===== src/rtl/ps2_ascii_decoder.sv =====
// PS/2 set-2 keyboard front end: synchronise, glitch-filter, deframe, decode make codes to ASCII.
// Optional macro PS2_SHIFT_EN enables shift tracking (uppercase letters while 12/59 held).
module ps2_ascii_decoder #(
  parameter int unsigned FILTER_LEN     = 8,
  parameter int unsigned TIMEOUT_CYCLES = 20000
) (
  input  logic       clk,
  input  logic       reset,
  input  logic       ps2_clk,
  input  logic       ps2_data,
  output logic [7:0] ascii_code,
  output logic       ascii_valid,
  output logic       frame_err
);

  localparam int unsigned FCW = $clog2(FILTER_LEN + 1);
  localparam int unsigned TCW = $clog2(TIMEOUT_CYCLES + 1);

  typedef enum logic [1:0] {S_IDLE, S_BREAK, S_EXT, S_EXT_BREAK} state_t;

  logic           r_clk_s1, r_clk_s2, r_dat_s1, r_dat_s2;
  logic           r_filt;
  logic [FCW-1:0] r_fcnt;
  logic           w_fall;
  logic [3:0]     r_bitcnt;
  logic [9:0]     r_shreg;
  logic [TCW-1:0] r_tocnt;
  logic [7:0]     r_byte;
  logic           r_byte_stb;
  logic           r_bad_stb;
  logic           w_frame_ok;
  state_t         r_state;
  logic [8:0]     w_map;
  logic           w_letter;
  logic [7:0]     w_emit;
`ifdef PS2_SHIFT_EN
  logic           r_shift;
`endif

  always_ff @(posedge clk or posedge reset) begin
    if (reset) begin
      r_clk_s1 <= 1'b1;
      r_clk_s2 <= 1'b1;
      r_dat_s1 <= 1'b1;
      r_dat_s2 <= 1'b1;
    end else begin
      r_clk_s1 <= ps2_clk;
      r_clk_s2 <= r_clk_s1;
      r_dat_s1 <= ps2_data;
      r_dat_s2 <= r_dat_s1;
    end
  end

  // Level changes only after FILTER_LEN consecutive samples disagree with it.
  assign w_fall = r_filt & ~r_clk_s2 & (r_fcnt == FCW'(FILTER_LEN - 1));

  always_ff @(posedge clk or posedge reset) begin
    if (reset) begin
      r_filt <= 1'b1;
      r_fcnt <= '0;
    end else if (r_clk_s2 == r_filt) begin
      r_fcnt <= '0;
    end else if (r_fcnt == FCW'(FILTER_LEN - 1)) begin
      r_filt <= r_clk_s2;
      r_fcnt <= '0;
    end else begin
      r_fcnt <= r_fcnt + 1'b1;
    end
  end

  // After ten right shifts: [0]=start, [8:1]=data, [9]=parity; stop is the live sample.
  assign w_frame_ok = ~r_shreg[0] & r_dat_s2 & (^r_shreg[9:1]);

  always_ff @(posedge clk or posedge reset) begin
    if (reset) begin
      r_bitcnt   <= '0;
      r_shreg    <= '0;
      r_tocnt    <= '0;
      r_byte     <= '0;
      r_byte_stb <= 1'b0;
      r_bad_stb  <= 1'b0;
      frame_err  <= 1'b0;
    end else begin
      r_byte_stb <= 1'b0;
      r_bad_stb  <= 1'b0;
      frame_err  <= 1'b0;
      if (w_fall) begin
        r_tocnt <= '0;
        if (r_bitcnt == 4'd10) begin
          r_bitcnt <= '0;
          if (w_frame_ok) begin
            r_byte     <= r_shreg[8:1];
            r_byte_stb <= 1'b1;
          end else begin
            r_bad_stb <= 1'b1;
            frame_err <= 1'b1;
          end
        end else begin
          r_shreg  <= {r_dat_s2, r_shreg[9:1]};
          r_bitcnt <= r_bitcnt + 4'd1;
        end
      end else if (r_bitcnt != 4'd0) begin
        if (r_tocnt == TCW'(TIMEOUT_CYCLES - 1)) begin
          r_bitcnt  <= '0;
          r_tocnt   <= '0;
          frame_err <= 1'b1;
        end else begin
          r_tocnt <= r_tocnt + 1'b1;
        end
      end else begin
        r_tocnt <= '0;
      end
    end
  end

  function automatic logic [8:0] f_map(input logic [7:0] sc);
    logic [8:0] m;
    m = '0;
    case (sc)
      8'h45: m = {1'b1, 8'h30};
      8'h16: m = {1'b1, 8'h31};
      8'h1E: m = {1'b1, 8'h32};
      8'h26: m = {1'b1, 8'h33};
      8'h25: m = {1'b1, 8'h34};
      8'h2E: m = {1'b1, 8'h35};
      8'h36: m = {1'b1, 8'h36};
      8'h3D: m = {1'b1, 8'h37};
      8'h3E: m = {1'b1, 8'h38};
      8'h46: m = {1'b1, 8'h39};
      8'h1C: m = {1'b1, 8'h61};
      8'h32: m = {1'b1, 8'h62};
      8'h21: m = {1'b1, 8'h63};
      8'h23: m = {1'b1, 8'h64};
      8'h24: m = {1'b1, 8'h65};
      8'h2B: m = {1'b1, 8'h66};
      8'h34: m = {1'b1, 8'h67};
      8'h33: m = {1'b1, 8'h68};
      8'h43: m = {1'b1, 8'h69};
      8'h3B: m = {1'b1, 8'h6A};
      8'h42: m = {1'b1, 8'h6B};
      8'h4B: m = {1'b1, 8'h6C};
      8'h3A: m = {1'b1, 8'h6D};
      8'h31: m = {1'b1, 8'h6E};
      8'h44: m = {1'b1, 8'h6F};
      8'h4D: m = {1'b1, 8'h70};
      8'h15: m = {1'b1, 8'h71};
      8'h2D: m = {1'b1, 8'h72};
      8'h1B: m = {1'b1, 8'h73};
      8'h2C: m = {1'b1, 8'h74};
      8'h3C: m = {1'b1, 8'h75};
      8'h2A: m = {1'b1, 8'h76};
      8'h1D: m = {1'b1, 8'h77};
      8'h22: m = {1'b1, 8'h78};
      8'h35: m = {1'b1, 8'h79};
      8'h1A: m = {1'b1, 8'h7A};
      8'h5A: m = {1'b1, 8'h0D};
      8'h66: m = {1'b1, 8'h08};
      8'h29: m = {1'b1, 8'h20};
      8'h76: m = {1'b1, 8'h1B};
      default: m = '0;
    endcase
    return m;
  endfunction

  assign w_map    = f_map(r_byte);
  assign w_letter = (w_map[7:0] >= 8'h61) && (w_map[7:0] <= 8'h7A);
`ifdef PS2_SHIFT_EN
  assign w_emit   = (r_shift && w_letter) ? (w_map[7:0] - 8'h20) : w_map[7:0];
`else
  assign w_emit   = w_letter ? w_map[7:0] : w_map[7:0];
`endif

  always_ff @(posedge clk or posedge reset) begin
    if (reset) begin
      r_state     <= S_IDLE;
      ascii_code  <= '0;
      ascii_valid <= 1'b0;
`ifdef PS2_SHIFT_EN
      r_shift     <= 1'b0;
`endif
    end else begin
      ascii_valid <= 1'b0;
      if (r_bad_stb) begin
        r_state <= S_IDLE;
      end else if (r_byte_stb) begin
        case (r_state)
          S_IDLE: begin
            if (r_byte == 8'hF0) begin
              r_state <= S_BREAK;
            end else if (r_byte == 8'hE0) begin
              r_state <= S_EXT;
`ifdef PS2_SHIFT_EN
            end else if (r_byte == 8'h12 || r_byte == 8'h59) begin
              r_shift <= 1'b1;
`endif
            end else if (w_map[8]) begin
              ascii_code  <= w_emit;
              ascii_valid <= 1'b1;
            end
          end
          S_BREAK: begin
            r_state <= S_IDLE;
`ifdef PS2_SHIFT_EN
            if (r_byte == 8'h12 || r_byte == 8'h59) r_shift <= 1'b0;
`endif
          end
          S_EXT: begin
            if (r_byte == 8'hF0) begin
              r_state <= S_EXT_BREAK;
            end else begin
              r_state <= S_IDLE;
              if (r_byte == 8'h5A) begin
                ascii_code  <= 8'h0D;
                ascii_valid <= 1'b1;
              end
            end
          end
          default: r_state <= S_IDLE;
        endcase
      end
    end
  end

endmodule


===== config.mk =====
export PLATFORM = sky130hd
export DESIGN_NAME = ps2_ascii_decoder
export DESIGN_NICKNAME = d
export VERILOG_FILES = /design/src/rtl/ps2_ascii_decoder.sv
export SDC_FILE = /design/constraint.sdc
export NUM_CORES = 1
export LEC_CHECK = 0
export ABC_AREA = 1
export BUFFER_PORTS_ARGS = -buffer_cell sky130_fd_sc_hd__buf_2
export CELL_PAD_IN_SITES_DETAIL_PLACEMENT = 1
export CELL_PAD_IN_SITES_GLOBAL_PLACEMENT = 2
export CORE_ASPECT_RATIO = 0.7
export CORE_MARGIN = 1.5
export CORE_UTILIZATION = 39
export CTS_CLUSTER_DIAMETER = 60
export DETAILED_ROUTE_END_ITERATION = 6
export MAX_ROUTING_LAYER = met4
export PLACE_DENSITY = 0.93
export SETUP_SLACK_MARGIN = 0.15
export SKIP_LAST_GASP = 1
export SYNTH_ARGS = -nofsm -noshare
export SYNTH_HDL_FRONTEND = slang
export SYNTH_SLANG_ARGS = --single-unit

===== constraint.sdc =====
create_clock -name clk -period 5.1 [get_ports clk]
set_input_delay 0.51 -clock clk [delete_from_list [all_inputs] [get_ports clk]]
set_output_delay 0.51 -clock clk [all_outputs]
set_load 0.1 [all_outputs]

==> out/metrics.cfg, run 1 <==
[clocking]
insertion_delay_ps=340
h-tree-depth=3
cts_hold_buf=0
root_buffer=clkbuf_16
numCtsBuffers=9
cts_repair_resize_count=0
cts_tree=built
clk_pin_slew_worst_paths_ps=50
cts_sinks=59
clockBufferDepth=2
cts_setup_buffers=0

[cells_and_area]
area_delta_synth_final_pct=12.8
drive_gt1_share_pct=10.7
fin_nets=517
diodes=0

[floorplanning]
start_util_pct=40.0
core_area_um2=9030
die_w_um=118
ioPinCount=14
dieArea_um2=9860
die_h_um=83.5
rows=29

[timing]
max_freq_mhz=433
grt_setup_unrepaired=false
skew_ps=5.07
whs_ps=267
period_share_pct=45.2
finalSetupViolCount=0
finalHoldViolCount=0
slew-limit-headroom_pct=48.6
tns_ps=0
worst_slew_pin_slew_ps=769
slew_violations=0
fin_crit_ps=2310

[grt]
antenna_found_initial=0
overflow=0
grt_usage_pct=21.1
grt_pass1_vias=3264
grt_max_degree=60
grt_pass1_wl_um=16000

[detailed_routing]
vias=3187
wl_per_cell_um=14.4
remaining_drc_errors=0
first_pass_iters=4
drtIter0Drc=129
routed_wl_um=9070
via_per_inst=5.07
ant_nets=0

[yosys]
netlist_instances=488
yosysTopAreaCell=dfrtp_1
ys_ff_latch=59
ys_seq_area_share_pct=41.0
synth_top_area_share_pct=37.4
syn_avg_cell_area_um2=7.40
yosys_warnings=0
synth_area_um2=3610
synth_cell_types=39
syn-num-nets=505
yosys-top-cells-area=dfrtp_1 37%, nand2_1 18%, nand3_1 6.2%

[place]
port_buffers=12
place_congestion=0.838
hpwl_um=6710

[setup_path]
r2r_setup_slack_ps=2790
critPathBufInv=1
path_max_fanout=13
endpoint_kind=flip-flop
r2r.worst_path.cells=7
path_cells=ha_1 > nand2_1 > nor2_2 > nand2_1 > nor2_1 > inv_1 > o21ai_0
reg2reg_to=r_shreg[8]
critPathTopFamily=simple AND/OR/NAND/NOR gates
critPathArrivalTime_ps=2540
crit_top_cell=nand2_1
crit_type=reg -> reg
slowest_delay_ps=620
rr_startpoint=r_fcnt[0]
critPathLaunchType=flip-flop
cpMaxStageDelayCell=nor2_1
cp_data_required_time_ps=5330

[run_status]
status=completed

[power_and_ir_drop]
leakage_uw=0.00208
powerDensity_nw_per_um2=296
peakVddDrop_uv=172

[run]
drv_cap=0

[worst_hold_path]
hold_start=ps2_clk
worstHoldPathType=in -> reg
hold_path_depth=1
min_to=r_clk_s1

==> worst register-to-register path, cell delays in order, from the launching register on <==
cell and delay [ps]:
dfrtp_1 360, ha_1 200, nand2_1 90, nor2_2 130
nand2_1 140, nor2_1 620, inv_1 350, o21ai_0 310
==> flip-flops by register name, indices dropped and copies added (netlist names) <==
signal / flops
r_state: 2
ascii_valid: 1
r_dat_s1: 1
r_dat_s2: 1
r_clk_s1: 1
r_byte: 8
frame_err: 1
r_bitcnt: 4
r_fcnt: 4
r_tocnt: 15
r_byte_stb: 1
r_clk_s2: 1
r_filt: 1
r_bad_stb: 1
ascii_code: 7
r_shreg: 10
==> stage by stage <==
step                setup WS, ps  cell area, µm²  util [%]  instances  power, µW
floorplan                   3140            3610         -        488        544
global placement            2860            3760      41.6        613        556
detailed placement          2760            3760      41.6        613        563
finish                      2790            4080      45.1        629       1200
global route                2530            4080      45.1        629       1250
CTS                         2740            4080      45.1        629       1220
==> per-layer routing <==
layer	vias up	wire length [µm]	track usage, %
met5	-	0	-
met3	11	247	4.64
li1	1596	-	-
met4	0	151	7.87
met2	33	3990	31.3
met1	1547	4680	28.4
==> Yosys cell counts, drive strengths merged <==
master	number
nand2	173
dfrtp	54
inv	51
nand3	47
nor2	40
o21ai	26
a21oi	18
nand4	17
ha	13
buf	11
nor3	8
xor2	6
dfstp	5
xnor2	5
nand3b	2
nor3b	2
o22ai	2
or2	2
a21boi	1
a21o	1
a31oi	1
clkbuf	1
conb	1
o31ai	1
==> power breakdown <==
group,internal (µW),switching [µW],total [µW]
sequential,487,10.8,498
clock,428,224,652
combinational,16.0,38.8,54.9
total,931,273,1200
==> cell type report <==
| cell class | count | area [µm²] |
|---|---|---|
| inverters | 51 | 201 |
| repair buffers | 13 | 67.6 |
| fillers | 1136 | 4960 |
| clock buffers | 10 | 229 |
| multi-input cells | 366 | 1850 |
| clock inverters | 6 | 88.8 |
| well taps | 124 | 155 |
| flip-flops and latches | 59 | 1480 |
==> how the worst max path moves through the flow <==
stage / startpoint / endpoint / depth (start not counted)
2_1_floorplan: reset / ascii_code[0] / 1
3_3_place_gp: r_fcnt[0] / r_shreg[8] / 8
3_5_place_dp: r_fcnt[0] / r_shreg[8] / 7
4_1_cts: r_fcnt[0] / r_shreg[8] / 7
5_1_grt: r_fcnt[0] / r_shreg[8] / 7
6_report: r_fcnt[0] / r_shreg[8] / 7
==> cells in the final DEF (no fill, tap or decap), types with 2 or more instances in the layout <==
master	Yosys	final
inv_1	48	47
ha_1	13	13
nor2_2	3	3
dfstp_2	5	5
nor3b_1	2	2
nand2_2	2	2
nor2_4	3	3
xor2_1	6	6
clkbuf_16	0	9
nor3_1	5	5
buf_2	5	12
nand3_1	45	45
inv_2	1	2
o21ai_0	25	25
nor3_2	2	2
xnor2_1	5	5
nand4_1	17	17
dfrtp_1	54	54
nand2_4	2	2
nand2_1	169	169
bufinv_16	0	2
clkinvlp_4	0	2
a21oi_1	17	17
nand3_4	2	2
nor2_1	34	34
nand3b_1	2	2
o22ai_1	2	2
==> kinds of logic (layout without fill, tap and decap cells) <==
logic type                 Yosys count  count (layout)  synth area share [%]
and+or+nand+nor                    291             291                  36.6
other                                1               1                 0.104
buffers and inverters               63              80                  7.72
xor gates and xnor gates            11              11                  2.67
adders and majority gates           13              13                  4.50
AOI/OAI and AO/OA                   50              50                  7.34
DFF                                 59              59                  41.0
No activity file was read; power rests on OpenSTA's default activity.
==> run 2: changes to the inputs <==
Settings changed: CORE_UTILIZATION 39 to 33, PLACE_DENSITY 0.93 to 0.85.
Clock period 5.1 ns to 2.1 ns, I/O delays scaled along.
==> run 2 against run 1 <==
Effect of this change:
- sequential cell count is the same
- largest power group unchanged
- fmax increased by 26%
- non-clock buffer count up 20
- sequential share of layout area decreased by 2.4 points
- core utilization down 3.5 points
- clock power increased by 130%
- register-to-register slack got worse by 2500 ps
- combinational power grew 150%
- global-route usage is 2.7 points lower
- count of clock-buffer cells in the layout rose by 3
==> out/metrics.cfg, run 2 (synthesis gave the netlist of run 1 again) <==
[run_status]
status=completed  ; unchanged

[grt]
grt_max_degree=38  ; was 60
grt_usage_pct=18.4  ; was 21.1%
overflow=0  ; unchanged
antenna_found_initial=0  ; unchanged
grt_pass1_wl_um=16500  ; was 16000 µm
grt_pass1_vias=3424  ; was 3264

[power_and_ir_drop]
clkPwrFrac_pct=53.1  ; was 54.1%
p_int_uw=2250  ; was 931 µW
peakVddDrop_uv=690  ; was 172 µV
leakage_uw=0.00217  ; was 0.00208 µW
pwr-share-comb_pct=4.8  ; was 4.6%
swShare_pct=21.6  ; was 22.7%
power_switching_uw=620  ; was 273 µW
p_seq_share_pct=42.1  ; was 41.3%
powerDensity_nw_per_um2=655  ; was 296 nW/µm²

[floorplanning]
start_util_pct=34.4  ; was 40.0%
dieArea_um2=11600  ; was 9860 µm²
rows=31  ; was 29
core_area_um2=10500  ; was 9030 µm²
die_h_um=90.5  ; was 83.5 µm
die_w_um=128  ; was 118 µm
ioPinCount=14  ; unchanged

[timing]
fin_crit_ps=1840  ; was 2310 ps
finalHoldViolCount=0  ; unchanged
skew_ps=10.0  ; was 5.07 ps
max_freq_mhz=545  ; was 433 MHz
tns_ps=0  ; unchanged
grt_setup_unrepaired=true  ; was false
period_share_pct=87.4  ; was 45.2%
whs_ps=354  ; was 267 ps
slew_violations=0  ; unchanged
layout_setup_ws_ps=265  ; was 2790 ps
worst_slew_pin_slew_ps=502  ; was 769 ps
finalSetupViolCount=0  ; unchanged
slew-limit-headroom_pct=66.5  ; was 48.6%

[setup_path]
cp_data_required_time_ps=2310  ; was 5330 ps
path_max_fanout=5  ; was 13
reg2reg_to=ascii_code[4]  ; was r_shreg[8]
endpoint_kind=flip-flop  ; unchanged
critPathArrivalTime_ps=2040  ; was 2540 ps
r2r_setup_slack_ps=260  ; was 2790 ps
r2r.worst_path.cells=11  ; was 7
rr_startpoint=r_byte[0]  ; was r_fcnt[0]
crit_type=reg -> reg  ; unchanged
critPathLaunchType=flip-flop  ; unchanged

[cells_and_area]
diodes=0  ; unchanged
drive_gt1_share_pct=17.9  ; was 10.7%
seq_area_um2=1490  ; was 1480 µm²
area_delta_synth_final_pct=21.1  ; was 12.8%
fill_cells=1314  ; was 1136
final_cell_mix=162 x nand2_1, 51 x dfrtp_1, 44 x inv_1, 42 x nand3_1, 33 x nor2_1  ; was 169 x nand2_1, 54 x dfrtp_1, 47 x inv_1, 45 x nand3_1, 34 x nor2_1
largest_reg_flops=15  ; unchanged
top_regs=r_tocnt (15), r_shreg (10), r_byte (8)  ; unchanged
top_register=r_tocnt  ; unchanged
layout.cells.non_filler=673  ; was 629
fin_nets=537  ; was 517
multi_input_area_um2=1930  ; was 1850 µm²
layout_commonest_cell=nand2_1  ; unchanged

[run]
drv_cap=0  ; unchanged

[detailed_routing]
routed_wl_um=9490  ; was 9070 µm
ant_nets=0  ; unchanged
via_per_inst=4.87  ; was 5.07
vias=3278  ; was 3187
first_pass_iters=4  ; unchanged
drtIter0Drc=145  ; was 129
remaining_drc_errors=0  ; unchanged
wl_per_cell_um=14.1  ; was 14.4 µm

[worst_hold_path]
hold_path_depth=0  ; was 1
hold_start=r_clk_s1  ; was ps2_clk
worstHoldPathType=reg -> reg  ; was in -> reg
min_to=r_clk_s2  ; was r_clk_s1

[clocking]
h-tree-depth=3  ; unchanged
root_buffer=clkbuf_16  ; unchanged
numCtsBuffers=9  ; unchanged
clk_pin_slew_worst_paths_ps=50  ; about the same
cts_sinks=59  ; unchanged
cts_tree=built  ; unchanged
insertion_delay_ps=330  ; was 340 ps
clockBufferDepth=2  ; unchanged

[place]
preCtsSetupSlack_ps=83.0  ; was 2760 ps
port_buffers=12  ; unchanged
place_congestion=0.849  ; was 0.838
dp_cells=647  ; was 613
hpwl_um=7030  ; was 6710 µm

-- run 2: layer usage --
layer / wire, µm / global-route usage [%] / vias up
met5: 0 / - / -
met1: 4840 / 24.6 / 1600
met3: 237 / 3.85 / 7
li1: - / - / 1640
met2: 4320 / 28.4 / 31
met4: 99 / 5.15 / 0
-- run 2: worst max-delay path by stage --
stage                    end  depth (start not counted)       from
6_report       ascii_code[4]                         11  r_byte[0]
5_1_grt        ascii_code[1]                         11  r_byte[0]
4_1_cts        ascii_code[3]                         13  r_byte[0]
3_5_place_dp   ascii_code[4]                          9  r_byte[0]
3_3_place_gp   ascii_code[1]                          9  r_byte[0]
2_1_floorplan  ascii_code[1]                         13  r_byte[1]
-- run 2: what timing repair did --
item / in CTS / in global routing
pin swaps: 4 / 6
resized for setup: 5 / 22
hold endpoints to repair: 24 / 0
endpoints found under the setup margin: 8 / 12
hold buffers: 3 / 0
buffers inserted: 4 / 3
-- run 2: metrics by stage --
step	power, µW	utilization, %	instance area [µm²]
5_1_grt	2990	41.6	4370
4_1_cts	2910	40.5	4260
3_5_place_dp	1360	36.9	3870
3_3_place_gp	1350	36.9	3870
6_report	2870	41.6	4370
2_1_floorplan	1320	-	3610
-- run 2: critical path: stages (launching register included) --
cell      delay [ps]
dfrtp_2          430
inv_2            120
ha_4             160
inv_1             60
nor3_2           160
nand3_2          120
nor3_2           190
nor3_4            60
buf_12           140
buf_4            140
nand3b_1          80
nand2_1           60
-- run 2: power by group through the flow --
stage	clock, µW	combinational (µW)	sequential [µW]
floorplan	0	99.7	1220
detailed placement	0	135	1230
CTS	1560	140	1210
global placement	0	130	1220
global route	1610	164	1210
finish	1520	137	1210
-- run 2: cell type report --
type                    count  share of cell area (%)
well taps                 148                    4.23
repair buffers             33                    5.72
multi-input cells         366                    44.2
clock inverters             3                    1.06
inverters                  51                    4.61
clock buffers              13                    6.18
flip-flops and latches     59                    34.0
==> run 3: changes to the inputs <==
Settings changed: ABC_AREA 1 to not set, CORE_UTILIZATION 33 to 36, PLACE_DENSITY 0.85 to 0.86, SETUP_SLACK_MARGIN 0.15 to 0.1.
==> run 3 against run 2 <==
Effect of this change:
- the run now ends with setup timing left
- global-route usage up 2.7 points
- clock power rose by 3%
- fmax down 23%
- sequential power barely moved
- hold slack worse by 1.1 ps
- first-iteration DRC count grew 40%
- synthesized cell count is 19% lower
- via count is 2.8% lower
- worst setup slack lost 550 ps
- core utilization up 7.5 points
- die area fell by 8.5%
- register-to-register slack worse by 550 ps
- critical path type unchanged
==> out/metrics.cfg, run 3 <==
[detailed_routing]
remaining_drc_errors=0  ; unchanged
via_per_inst=5.29  ; was 4.87
vias=3187  ; was 3278
ant_nets=0  ; unchanged
first_pass_iters=4  ; unchanged
routed_wl_um=10400  ; was 9490 µm
wl_per_cell_um=17.2  ; was 14.1 µm
drtIter0Drc=203  ; was 145

[cells_and_area]
area_delta_synth_final_pct=32.2  ; was 21.1%
fin_nets=487  ; was 537
diodes=0  ; unchanged
final_cell_mix=63 x buf_4, 59 x nand2_1, 54 x dfrtp_1, 43 x nor2_1, 18 x o21ai_0  ; was 162 x nand2_1, 51 x dfrtp_1, 44 x inv_1, 42 x nand3_1, 33 x nor2_1
top_register=r_tocnt  ; unchanged
final_area_um2=4750  ; was 4370 µm²
drive_gt1_share_pct=30.1  ; was 17.9%
top_regs=r_tocnt (15), r_shreg (10), r_byte (8)  ; unchanged
fill_cells=1108  ; was 1314
layout_commonest_cell=buf_4  ; was nand2_1
largest_reg_flops=15  ; unchanged
multi_input_area_um2=2100  ; was 1930 µm²
seq_area_um2=1480  ; was 1490 µm²

[run]
drv_cap=0  ; unchanged

[floorplanning]
start_util_pct=37.1  ; was 34.4%
dieArea_um2=10600  ; was 11600 µm²
core_area_um2=9680  ; was 10500 µm²
die_w_um=122  ; was 128 µm
rows=30  ; was 31
ioPinCount=14  ; unchanged
die_h_um=86.6  ; was 90.5 µm

[yosys]
syn_avg_cell_area_um2=9.12  ; was 7.40 µm²
netlist_instances=394  ; was 488
yosys-top-cells-area=dfrtp_1 38%, nand2_1 6.2%, ha_1 4.5%  ; was dfrtp_1 37%, nand2_1 18%, nand3_1 6.2%
ys_seq_area_share_pct=41.2  ; was 41.0%
synth_edf_count=0  ; unchanged
synth.most_common_cell=nand2_1  ; unchanged
ys.flop_type=dfrtp_1  ; unchanged
synthArstFlopShare_pct=100  ; unchanged
yosys_warnings=0  ; unchanged
synth_common_cells=59 x nand2_1, 54 x dfrtp_1, 43 x nor2_1, 18 x o21ai_0, 15 x nand3_1  ; was 169 x nand2_1, 54 x dfrtp_1, 48 x inv_1, 45 x nand3_1, 34 x nor2_1
yosysTopAreaCell=dfrtp_1  ; unchanged
synth_area_um2=3590  ; was 3610 µm²
ys_ff_latch=59  ; unchanged
synth_top_area_share_pct=37.6  ; was 37.4%
syn-num-nets=411  ; was 505
synth_cell_types=68  ; was 39

[setup_path]
critPathLaunchType=flip-flop  ; unchanged
crit_type=reg -> reg  ; unchanged
endpoint_kind=flip-flop  ; unchanged
critPathArrivalTime_ps=2600  ; was 2040 ps
path_max_fanout=8  ; was 5
cp_data_required_time_ps=2310  ; about the same

[timing]
skew_ps=6.66  ; was 10.0 ps
slew_violations=0  ; unchanged
finalHoldViolCount=0  ; unchanged
layout_setup_ws_ps=-283  ; was 265 ps
max_freq_mhz=420  ; was 545 MHz
fin_crit_ps=2380  ; was 1840 ps
worst_slew_pin_slew_ps=502  ; about the same
grt_setup_unrepaired=true  ; unchanged
whs_ps=353  ; was 354 ps
period_share_pct=113  ; was 87.4%
finalSetupViolCount=13  ; was 0
slew-limit-headroom_pct=66.5  ; about the same

[place]
place_congestion=0.923  ; was 0.849
port_buffers=12  ; unchanged
preCtsSetupSlack_ps=-282  ; was 83.0 ps
place_area_um2=4230  ; was 3870 µm²
hpwl_um=7350  ; was 7030 µm

[clocking]
clockBufferDepth=2  ; unchanged
cts_sinks=59  ; unchanged
numCtsBuffers=9  ; unchanged
h-tree-depth=3  ; unchanged
clk_pin_slew_worst_paths_ps=50  ; about the same
cts_tree=built  ; unchanged
insertion_delay_ps=330  ; about the same
root_buffer=clkbuf_16  ; unchanged

[worst_hold_path]
worstHoldPathType=reg -> reg  ; unchanged

[power_and_ir_drop]
powerDensity_nw_per_um2=601  ; was 655 nW/µm²
peakVddDrop_uv=497  ; was 690 µV
leakage_uw=0.00220  ; was 0.00217 µW

[run_status]
failed_checks=setup timing
status=finished with violations  ; was completed

[grt]
grt_max_degree=38  ; unchanged
overflow=0  ; unchanged
antenna_found_initial=0  ; unchanged
grt_pass1_vias=3236  ; was 3424
grt_pass1_wl_um=16700  ; was 16500 µm
grt_usage_pct=21.1  ; was 18.4%

## run 3: cells by family after synthesis
family | share of synthesized area [%]
xor gates and xnor gates | 5.50
buffers and inverters | 3.90
other | 0.104
DFF | 41.2
muxes | 7.38
AOI/OAI and AO/OA | 11.9
adders and majority gates | 4.52
and+or+nand+nor | 25.4
## run 3: critical path: stages (launching register included)
cell      delay, ps
dfrtp_1         430
ha_2            200
and2b_4         260
o21bai_1         60
a211o_1         340
or4b_4          510
nand3_4         150
mux2_4          310
## run 3: area by class of cell
cell class | instances | share of cell area [%]
Clock buffer | 12 | 5.19
Multi-Input combinational cell | 305 | 44.2
Sequential cell | 59 | 31.2
Tap cell | 128 | 3.37
Timing Repair Buffer | 83 | 13.4
Clock inverter | 4 | 1.55
Inverter | 12 | 1.05
## run 3: layer usage
layer / up-vias / share of wire (%) / GRT usage, % / wire (µm)
li1: 1513 / - / - / -
met1: 1612 / 48 / 27.4 / 4980
met2: 52 / 47 / 32.5 / 4900
met3: 10 / 4.2 / 6.05 / 434
met4: 0 / 0.82 / 5.39 / 85
met5: - / 0 / - / 0
## run 3: path summary, 6_finish.rpt
path	startpoint	end	slack, ps	cells past startpoint
min reg2reg	r_dat_s1	r_dat_s2	350	0
max	r_byte[1]	ascii_code[0]	-280	7
max in group asynchronous	reset	r_dat_s2	1000	4
min in group asynchronous	reset	ascii_code[2]	450	3
max reg2reg	r_byte[1]	ascii_code[0]	-280	7
min	r_dat_s1	r_dat_s2	350	0
## run 3: report_power, final
group	internal, µW	switching, µW
sequential	1170	18.6
combinational	38.4	55.7
clock	1070	505
total	2280	579
## run 3: repair_timing
| item | in CTS | in global routing |
|---|---|---|
| gates cloned | 1 | 0 |
| pin swaps | 3 | 5 |
| hold buffers | 3 | 0 |
| hold endpoints to repair | 24 | 0 |
| gates resized for setup | 12 | 12 |
| buffers inserted | 5 | 2 |
| endpoints found under the setup margin | 17 | 20 |
## run 3: metrics by stage
stage / power (µW) / instances / utilization [%] / TNS, ps
final: 2860 / 603 / 49.1 / -2040
after global placement: 1290 / 577 / 43.7 / -1780
after CTS: 2900 / 602 / 48.4 / -2060
after floorplan: 1270 / 394 / - / -1240
after global routing: 2970 / 603 / 49.1 / -3000
after detailed placement: 1300 / 577 / 43.7 / -2910
